`src/rtl/logic_unit_pkg.sv`:
```
// Shared definitions for the two-requester bitwise logic unit arbiter:
// opcodes, FSM state encoding and requester ids.
package logic_unit_pkg;

   localparam logic [1:0] OP_AND = 2'b00;
   localparam logic [1:0] OP_OR  = 2'b01;
   localparam logic [1:0] OP_XOR = 2'b10;
   localparam logic [1:0] OP_NOR = 2'b11;

   // Encoding 2'b11 is unused; the arbiter recovers from it to IDLE.
   typedef enum logic [1:0] {
      ST_IDLE = 2'b00,
      ST_EXEC = 2'b01,
      ST_RESP = 2'b10
   } state_e;

   localparam logic REQ_ID0 = 1'b0;  // main datapath
   localparam logic REQ_ID1 = 1'b1;  // debug/test port

endpackage

```
`src/rtl/logic_unit_w.sv`:
```
// Purely combinational WIDTH-bit bitwise unit (AND/OR/XOR/NOR) selected by op.
module logic_unit_w
   import logic_unit_pkg::*;
#(
   parameter int WIDTH = 32
) (
   input  logic [WIDTH-1:0] a,
   input  logic [WIDTH-1:0] b,
   input  logic [1:0]       op,
   output logic [WIDTH-1:0] y
);

   // Bitwise operation select; no carries, no flags.
   always_comb begin
      y = '0;
      case (op)
         OP_AND:  y = a & b;
         OP_OR:   y = a | b;
         OP_XOR:  y = a ^ b;
         OP_NOR:  y = ~(a | b);
         default: y = '0;
      endcase
   end

endmodule

```
`src/rtl/logic_unit_arbiter.sv`:
```
// Round-robin arbiter sharing one bitwise logic unit between two requesters.
// Each operation runs IDLE (accept) -> EXEC (compute) -> RESP (return).
//
// Handshakes: a transfer happens on a rising clk edge where valid and ready
// are both high. reqN_ready is combinational from the valids and only high in
// IDLE; rspN_valid is high only in RESP for the granted requester, and the
// response completes on the edge where rspN_ready is also high.
module logic_unit_arbiter
   import logic_unit_pkg::*;
#(
   parameter int WIDTH = 32
) (
   input  logic             clk,
   input  logic             rst_n,
   input  logic             req0_valid,
   output logic             req0_ready,
   input  logic [WIDTH-1:0] req0_a,
   input  logic [WIDTH-1:0] req0_b,
   input  logic [1:0]       req0_op,
   input  logic             req1_valid,
   output logic             req1_ready,
   input  logic [WIDTH-1:0] req1_a,
   input  logic [WIDTH-1:0] req1_b,
   input  logic [1:0]       req1_op,
   output logic             rsp0_valid,
   input  logic             rsp0_ready,
   output logic             rsp1_valid,
   input  logic             rsp1_ready,
   output logic [WIDTH-1:0] rsp_data,
   output logic             rsp_zero,
   output logic             busy
);

   state_e           state_q, state_d;
   logic             prio_q, prio_d;
   logic             id_q, id_d;
   logic [WIDTH-1:0] a_q, a_d;
   logic [WIDTH-1:0] b_q, b_d;
   logic [1:0]       op_q, op_d;
   logic [WIDTH-1:0] result_q, result_d;
   logic             zero_q, zero_d;
   logic [WIDTH-1:0] lu_y;
   logic             grant0, grant1;

   logic_unit_w #(.WIDTH(WIDTH)) u_lu (
      .a  (a_q),
      .b  (b_q),
      .op (op_q),
      .y  (lu_y)
   );

   // Grant: a lone requester wins; on contention the prio requester wins.
   always_comb begin
      grant0 = req0_valid & (~req1_valid | (prio_q == REQ_ID0));
      grant1 = req1_valid & (~req0_valid | (prio_q == REQ_ID1));
   end

   // Next-state and handshake outputs; every register holds by default.
   always_comb begin
      state_d    = state_q;
      prio_d     = prio_q;
      id_d       = id_q;
      a_d        = a_q;
      b_d        = b_q;
      op_d       = op_q;
      result_d   = result_q;
      zero_d     = zero_q;
      req0_ready = 1'b0;
      req1_ready = 1'b0;
      rsp0_valid = 1'b0;
      rsp1_valid = 1'b0;
      case (state_q)
         ST_IDLE: begin
            req0_ready = grant0;
            req1_ready = grant1;
            if (grant0) begin
               id_d    = REQ_ID0;
               a_d     = req0_a;
               b_d     = req0_b;
               op_d    = req0_op;
               state_d = ST_EXEC;
            end else if (grant1) begin
               id_d    = REQ_ID1;
               a_d     = req1_a;
               b_d     = req1_b;
               op_d    = req1_op;
               state_d = ST_EXEC;
            end
         end
         ST_EXEC: begin
            result_d = lu_y;
            zero_d   = (lu_y == '0);
            state_d  = ST_RESP;
         end
         ST_RESP: begin
            rsp0_valid = (id_q == REQ_ID0);
            rsp1_valid = (id_q == REQ_ID1);
            if ((id_q == REQ_ID0) ? rsp0_ready : rsp1_ready) begin
               prio_d  = ~id_q;
               state_d = ST_IDLE;
            end
         end
         default: state_d = ST_IDLE;
      endcase
   end

   // State, round-robin pointer, operand and result registers.
   always_ff @(posedge clk or negedge rst_n) begin
      if (!rst_n) begin
         state_q  <= ST_IDLE;
         prio_q   <= REQ_ID0;
         id_q     <= REQ_ID0;
         a_q      <= '0;
         b_q      <= '0;
         op_q     <= '0;
         result_q <= '0;
         zero_q   <= 1'b1;
      end else begin
         state_q  <= state_d;
         prio_q   <= prio_d;
         id_q     <= id_d;
         a_q      <= a_d;
         b_q      <= b_d;
         op_q     <= op_d;
         result_q <= result_d;
         zero_q   <= zero_d;
      end
   end

   assign rsp_data = result_q;
   assign rsp_zero = zero_q;
   assign busy     = (state_q != ST_IDLE);

endmodule

```
`config.mk`:
```
export PLATFORM = sky130hd
export DESIGN_NAME = logic_unit_arbiter
export DESIGN_NICKNAME = d
export VERILOG_FILES = /design/src/rtl/logic_unit_pkg.sv /design/src/rtl/logic_unit_w.sv /design/src/rtl/logic_unit_arbiter.sv
export SDC_FILE = /design/constraint.sdc
export NUM_CORES = 1
export LEC_CHECK = 0
export CORE_ASPECT_RATIO = 1.1
export CORE_MARGIN = 3
export CORE_UTILIZATION = 44
export DETAILED_ROUTE_END_ITERATION = 6
export GPL_ROUTABILITY_DRIVEN = 0
export PLACE_DENSITY = 0.88
export RECOVER_POWER = 25
export SLEW_MARGIN = 20
export SYNTH_ARGS = -nofsm -noshare
export SYNTH_HDL_FRONTEND = slang
export SYNTH_SLANG_ARGS = --single-unit
```
`constraint.sdc`:
```
create_clock -name clk -period 1.5 [get_ports clk]
set_input_delay 0.45 -clock clk [delete_from_list [all_inputs] [get_ports clk]]
set_output_delay 0.45 -clock clk [all_outputs]
set_load 0.1 [all_outputs]
```
Word-level counts from Yosys, hierarchy flattened
Cells that the tools add are included.
{"block": "word_totals", "ram_bits": 0, "wordCells": 53, "latchBits": 0, "memories": 0, "reg_bits": 103, "in_bits": 138, "rom_bits": 0}
{"block": "op_classes", "n_reduce_logical": 8, "n_mux": 18, "eq_ne": 7, "n_addsub": 0, "n_shift": 0, "n_bitwise": 12, "n_div": 0, "mul": 0, "magnitude_cmp": 0}
{"cell": "$mux 32", "count": 4}
{"cell": "$pmux 32 s4", "count": 1}
{"cell": "$and 32x32->32", "count": 1}
{"cell": "$logic_not 32->1", "count": 1}
{"cell": "$not 32->32", "count": 1}
{"cell": "$or 32x32->32", "count": 1}
{"cell": "$xor 32x32->32", "count": 1}
{"cell": "$mux 2", "count": 5}
{"cell": "$mux 1", "count": 7}
{"cell": "$eq 2x2->1 const B", "count": 3}
{"cell": "$pmux 2 s3", "count": 1}
{"cell": "$reduce_and 2->1", "count": 3}
{"cell": "$eq 2x1->1 const B", "count": 2}
{"cell": "$logic_not 2->1", "count": 2}
{"cell": "$not 1->1", "count": 4}
{"cell": "$reduce_bool 2->1", "count": 2}
{"cell": "$ne 3x3->1 const B", "count": 1}
{"cell": "$and 1x1->1", "count": 2}
{"cell": "$ne 2x2->1 const B", "count": 1}
{"cell": "$or 1x1->1", "count": 2}

Logic depth before layout (Yosys ltp)
Gate-level depths: netlist of run 1.
{"block": "depth", "depth_word": 6, "mapped_depth": 8}

Cells and area by module
A second synthesis of run 1 with hierarchy kept.
{"block": "unflattened", "hier_cells": 553, "area_unflattened_um2": 6952.9}
{"module": "logic_unit_arbiter", "seq_area_each_um2": 2578.7, "area_each_um2": 4847.1, "instances": 1, "cells_per_inst": 318}
{"module": "logic_unit_w", "seq_area_each_um2": 0.0, "area_each_um2": 2105.8, "instances": 1, "cells_per_inst": 235}

Worst setup path before layout of run 1
OpenSTA, ideal clock, no wires.
{"block": "synth_path", "path_type": "reg2reg", "from": "register state_q[1]", "to": "register op_q[1]", "path_slack_ns": -1.849, "t_required_ns": 1.367, "synth_period_minus_slack_ns": 3.349, "arrival_ns": 3.216, "stages_incl_launch_ff": 9, "path_buffers": 2, "setup_time_ns": 0.133, "cell_sequence": "dfrtp_1 nor2_1 inv_1 nor2_1 nor2_1 buf_2 buf_2 nand2_1 o21ai_0"}
{"block": "synth_via", "elab_chain_len": 2}
{"element": "from (decl)", "line": "logic_unit_arbiter.sv:34", "source": "state_e state_q, state_d;"}
{"element": "from (signal assigned)", "line": "logic_unit_arbiter.sv:119", "source": "state_q <= state_d;"}
{"element": "$logic_not 2->1", "line": "logic_unit_arbiter.sv:72", "source": "case (state_q)"}
{"element": "$reduce_and 2->1 (no source line)"}
{"element": "to (signal assigned)", "line": "logic_unit_arbiter.sv:124", "source": "op_q <= op_d;"}
{"element": "to (decl)", "line": "logic_unit_arbiter.sv:39", "source": "logic [1:0] op_q, op_d;"}
Every way passes these cells.
A chain may end at the register's enable or synchronous reset.

Final worst setup path of run 1
{"block": "layout_path", "from": "register op_q[0]", "to": "register zero_q, in the netlist rsp_zero"}
{"block": "layout_via", "elab_chain_len": 3, "word_cells_on_any_way": 6, "cone_classes": "3 x eq/ne; 1 x mux; 2 x reduce/logical"}
{"element": "$eq 2x2->1, or another cell as far along", "line": "logic_unit_w.sv:16", "source": "case (op)"}
{"element": "$pmux 32 s4 (*)", "line": "logic_unit_w.sv:16"}
{"element": "$logic_not 32->1 (*)", "line": "logic_unit_arbiter.sv:92", "source": "zero_d = (lu_y == '0);"}
{"element": "to (signal assigned)", "line": "logic_unit_arbiter.sv:126", "source": "zero_q <= zero_d;"}
{"element": "to (decl)", "line": "logic_unit_arbiter.sv:41", "source": "logic zero_q, zero_d;"}
Every way passes the cells marked *; elsewhere a longest branch is shown, timed or not.

==> results.json, run 1 <==
{
  "outcome": "finished, violations left",
  "violations": "negative setup slack",
  "r2r-start": "op_q[0]$_DFFE_PN0P_",
  "worstHoldPathType": "input pin to async pin",
  "switchingPower_mw": 11.3,
  "final_nets": 1169,
  "core_area_mm2": 0.0141,
  "synth_ff_type": "dfrtp_1",
  "antennaDiodeCount": 0,
  "rrSetupSlack_ns": -0.42,
  "synth_common_cells": "135 x o21ai_0, 102 x dfrtp_1, 101 x nand2_1, 68 x inv_1, 66 x mux2i_1",
  "min_period_ns": 1.92,
  "fin_skew_ns": 0.0122,
  "synth_warnings": 0,
  "postRouteAntennaNets": 0,
  "syn_avg_cell_area_um2": 8.79,
  "initial_utilization": 0.458,
  "area_delta_synth_final_pct": 56.8,
  "grt_usage": 0.207,
  "syn_nets": 936,
  "synthTopCellsByArea": "dfrtp_1 40%, ha_1 12%, o21ai_0 10%",
  "cp-end-kind": "register",
  "root_buffer": "clkbuf_16",
  "cp.arrival_ns": 2.20,
  "r2r_cells": 7,
  "synthArstFlopShare": 1.00,
  "synth_edf_count": 0,
  "drcViolationCount": 0,
  "row_count": 45,
  "rsz0062_at_grt": "yes",
  "power_frac_comb": 0.666,
  "p_sw_frac": 0.479,
  "dr.pass1.iters": 5,
  "dieArea_mm2": 0.0162,
  "clk_latency_ns": 0.35,
  "cp-startpoint": "op_q[0]$_DFFE_PN0P_",
  "pwr-share-clk": 0.101,
  "holdWs_ns": 0.149,
  "ys_seq_area_frac": 0.400,
  "crit_family": "simple AND/OR/NAND/NOR gates",
  "final_layout_size_suffix_gt1_frac": 0.221,
  "path_clk_slew_ns": 0.07,
  "cts_hold_buf": 0,
  "wl_per_cell_um": 15.6,
  "synth_top_area_frac": 0.396,
  "pin_count": 176,
  "power_density_mw_per_mm2": 2330,
  "worstSetupStartpointType": "register",
  "p_seq_frac": 0.233,
  "leakagePower_nw": 4.65,
  "grt_overflow": 0,
  "cts_tree": "yes",
  "worst_pin_slew_ns": 0.698,
  "io_buffer_count": 175,
  "grt_pass1_wl_um": 27100,
  "vdd_drop_max_uv": 1000,
  "slew_viol_final": 0,
  "hold_viol_final": 0,
  "grt_pass1_vias": 5842,
  "die_w_um": 121,
  "routed_wl_um": 18100,
  "r2r_end": "rsp_zero$_DFFE_PN1N_",
  "die_y_um": 133,
  "syn_inst": 734,
  "synth_cell_types": 25,
  "report.final.setup_viol": 77,
  "tns_ns": -5.61,
  "synth.largest_area_cell": "dfrtp_1",
  "worstSetupPathType": "register to register",
  "clock_sinks": 103,
  "path_cells": "buf_12, buf_6, nor2b_2, o31ai_2, nand4_1, nor3_2, a31o_1",
  "ys_ff_latch": 103,
  "hpwl_um": 12900,
  "yosysMostFrequentCell": "o21ai_0",
  "slowest_stage": "dfrtp_2",
  "crit_buf_inv": 2,
  "drv_cap": 0,
  "via_per_inst": 5.10,
  "clock.fmax_ghz": 0.522,
  "antenna_found_initial": 0,
  "via_count": 5912,
  "htree_levels": 3,
  "crit_fanout": 23,
  "cell_internal_pwr_mw": 12.3,
  "drt_iter0_drc": 420,
  "critPathMaxStageDelay_ns": 0.47,
  "grt_max_degree": 49,
  "setup_slack_ns": -0.417,
  "numCtsBuffers": 9,
  "max_slew_margin": 0.535,
  "fillers": 936,
  "synth_area_mm2": 0.00645,
  "cts_buffer_depth": 2,
  "period_share": 1.28,
  "required_ns": 1.78
}
-- repair_timing --
| item | in CTS | in global routing |
|---|---|---|
| resized for setup | 32 | 65 |
| buffers inserted | 7 | 13 |
| setup endpoints to repair | 80 | 89 |
| pin swaps | 10 | 20 |
| cloned | 0 | 1 |
-- per-stage QoR --
step | setup slack [ns] | std cells | utilization | area [um2] | total power [mW]
2_1_floorplan | -0.838 | 734 | - | 6660 | 14.1
3_3_place_gp | -0.532 | 1123 | 0.668 | 9400 | 18.7
3_5_place_dp | -0.587 | 1123 | 0.668 | 9400 | 19.4
4_1_cts | -0.388 | 1146 | 0.699 | 9840 | 22.3
5_1_grt | -0.501 | 1160 | 0.719 | 10100 | 25.0
6_report | -0.417 | 1160 | 0.719 | 10100 | 23.5
-- cell type report --
type / count / area [um2] / share of cell area
Sequential cell: 103 / 2580 / 0.255
Clock inverter: 3 / 42.5 / 0.00420
Inverter: 68 / 259 / 0.0256
Multi-Input combinational cell: 518 / 3760 / 0.372
Timing Repair Buffer: 267 / 2990 / 0.295
Clock buffer: 13 / 250 / 0.0247
Tap cell: 188 / 235 / 0.0232
-- worst register-to-register path: stages (launching register included) --
cell,delay [ns]
dfrtp_2,0.47
buf_12,0.18
buf_6,0.15
nor2b_2,0.18
o31ai_2,0.30
nand4_1,0.21
nor3_2,0.22
a31o_1,0.16
-- flip-flops by register name (all words and copies together) (netlist names) --
register and flops:
a_q 32, b_q 32, rsp_data 32, op_q 2
state_q 2, id_q 1, prio_q 1, rsp_zero 1
-- power by group through the flow --
stage / Clock, mW / Combinational, mW / Sequential, mW
floorplan: 0 / 6.27 / 7.81
global placement: 0 / 13.4 / 5.36
detailed placement: 0 / 13.9 / 5.46
CTS: 2.39 / 14.4 / 5.44
global route: 2.49 / 16.9 / 5.66
finish: 2.38 / 15.7 / 5.48
-- placed cells by master, fill, tap and decap left out, types with 8 or more instances in the layout --
cell	netlist	layout
clkdlybuf4s50_1	0	134
nand2_1	101	101
dfrtp_1	102	99
o21ai_1	0	79
buf_4	0	69
inv_1	68	67
mux2i_1	66	64
ha_1	64	64
buf_12	0	48
nor2b_1	63	46
o21ai_0	135	45
nor2_1	37	31
o31ai_2	0	21
o21ai_2	0	11
nor2b_2	0	10
clkbuf_16	0	10
buf_6	0	8
-- cells by family (layout without fill, tap and decap cells) --
family | after synthesis | in the layout | share of synthesized area
simple gates | 218 | 218 | 0.158
compound gates | 169 | 169 | 0.144
buf+inv | 113 | 351 | 0.0704
flops | 103 | 103 | 0.400
mux | 67 | 67 | 0.104
fa+ha+maj | 64 | 64 | 0.124
-- how the worst max path moves through the flow --
stage / slack, ns / cells after the start / endpoint
floorplan: -0.84 / 8 / b_q[23]$_DFFE_PN0P_
global placement: -0.53 / 6 / b_q[29]$_DFFE_PN0P_
detailed placement: -0.59 / 9 / b_q[13]$_DFFE_PN0P_
CTS: -0.39 / 7 / rsp_zero$_DFFE_PN1N_
global route: -0.50 / 8 / rsp_zero$_DFFE_PN1N_
finish: -0.42 / 7 / rsp_zero$_DFFE_PN1N_
-- layer usage --
| layer | up-vias | GRT usage | part of all wire |
|---|---|---|---|
| li1 | 2911 | - | - |
| met4 | 0 | 0.0716 | 0.023 |
| met2 | 192 | 0.370 | 0.53 |
| met5 | - | 0 | 0 |
| met3 | 32 | 0.0346 | 0.046 |
| met1 | 2777 | 0.251 | 0.40 |
No activity file was read; power rests on OpenSTA's default activity.
==> run 2, diff against run 1 <==
--- a/config.mk
+++ b/config.mk
@@ -8,6 +8,7 @@
 export CORE_ASPECT_RATIO = 1.1
 export CORE_MARGIN = 3
 export CORE_UTILIZATION = 44
+export CTS_CLUSTER_DIAMETER = 50
 export DETAILED_ROUTE_END_ITERATION = 6
 export GPL_ROUTABILITY_DRIVEN = 0
 export PLACE_DENSITY = 0.88
==> results of run 2 <==
Same layout as run 1: the final DEF is identical, and so are final timing and power.
==> run 3, diff against run 2 <==
--- a/config.mk
+++ b/config.mk
@@ -5,6 +5,7 @@
 export SDC_FILE = /design/constraint.sdc
 export NUM_CORES = 1
 export LEC_CHECK = 0
+export CAP_MARGIN = 20
 export CORE_ASPECT_RATIO = 1.1
 export CORE_MARGIN = 3
 export CORE_UTILIZATION = 44
==> results of run 3 <==
Same layout as run 1: the final DEF is identical, and so are final timing and power.
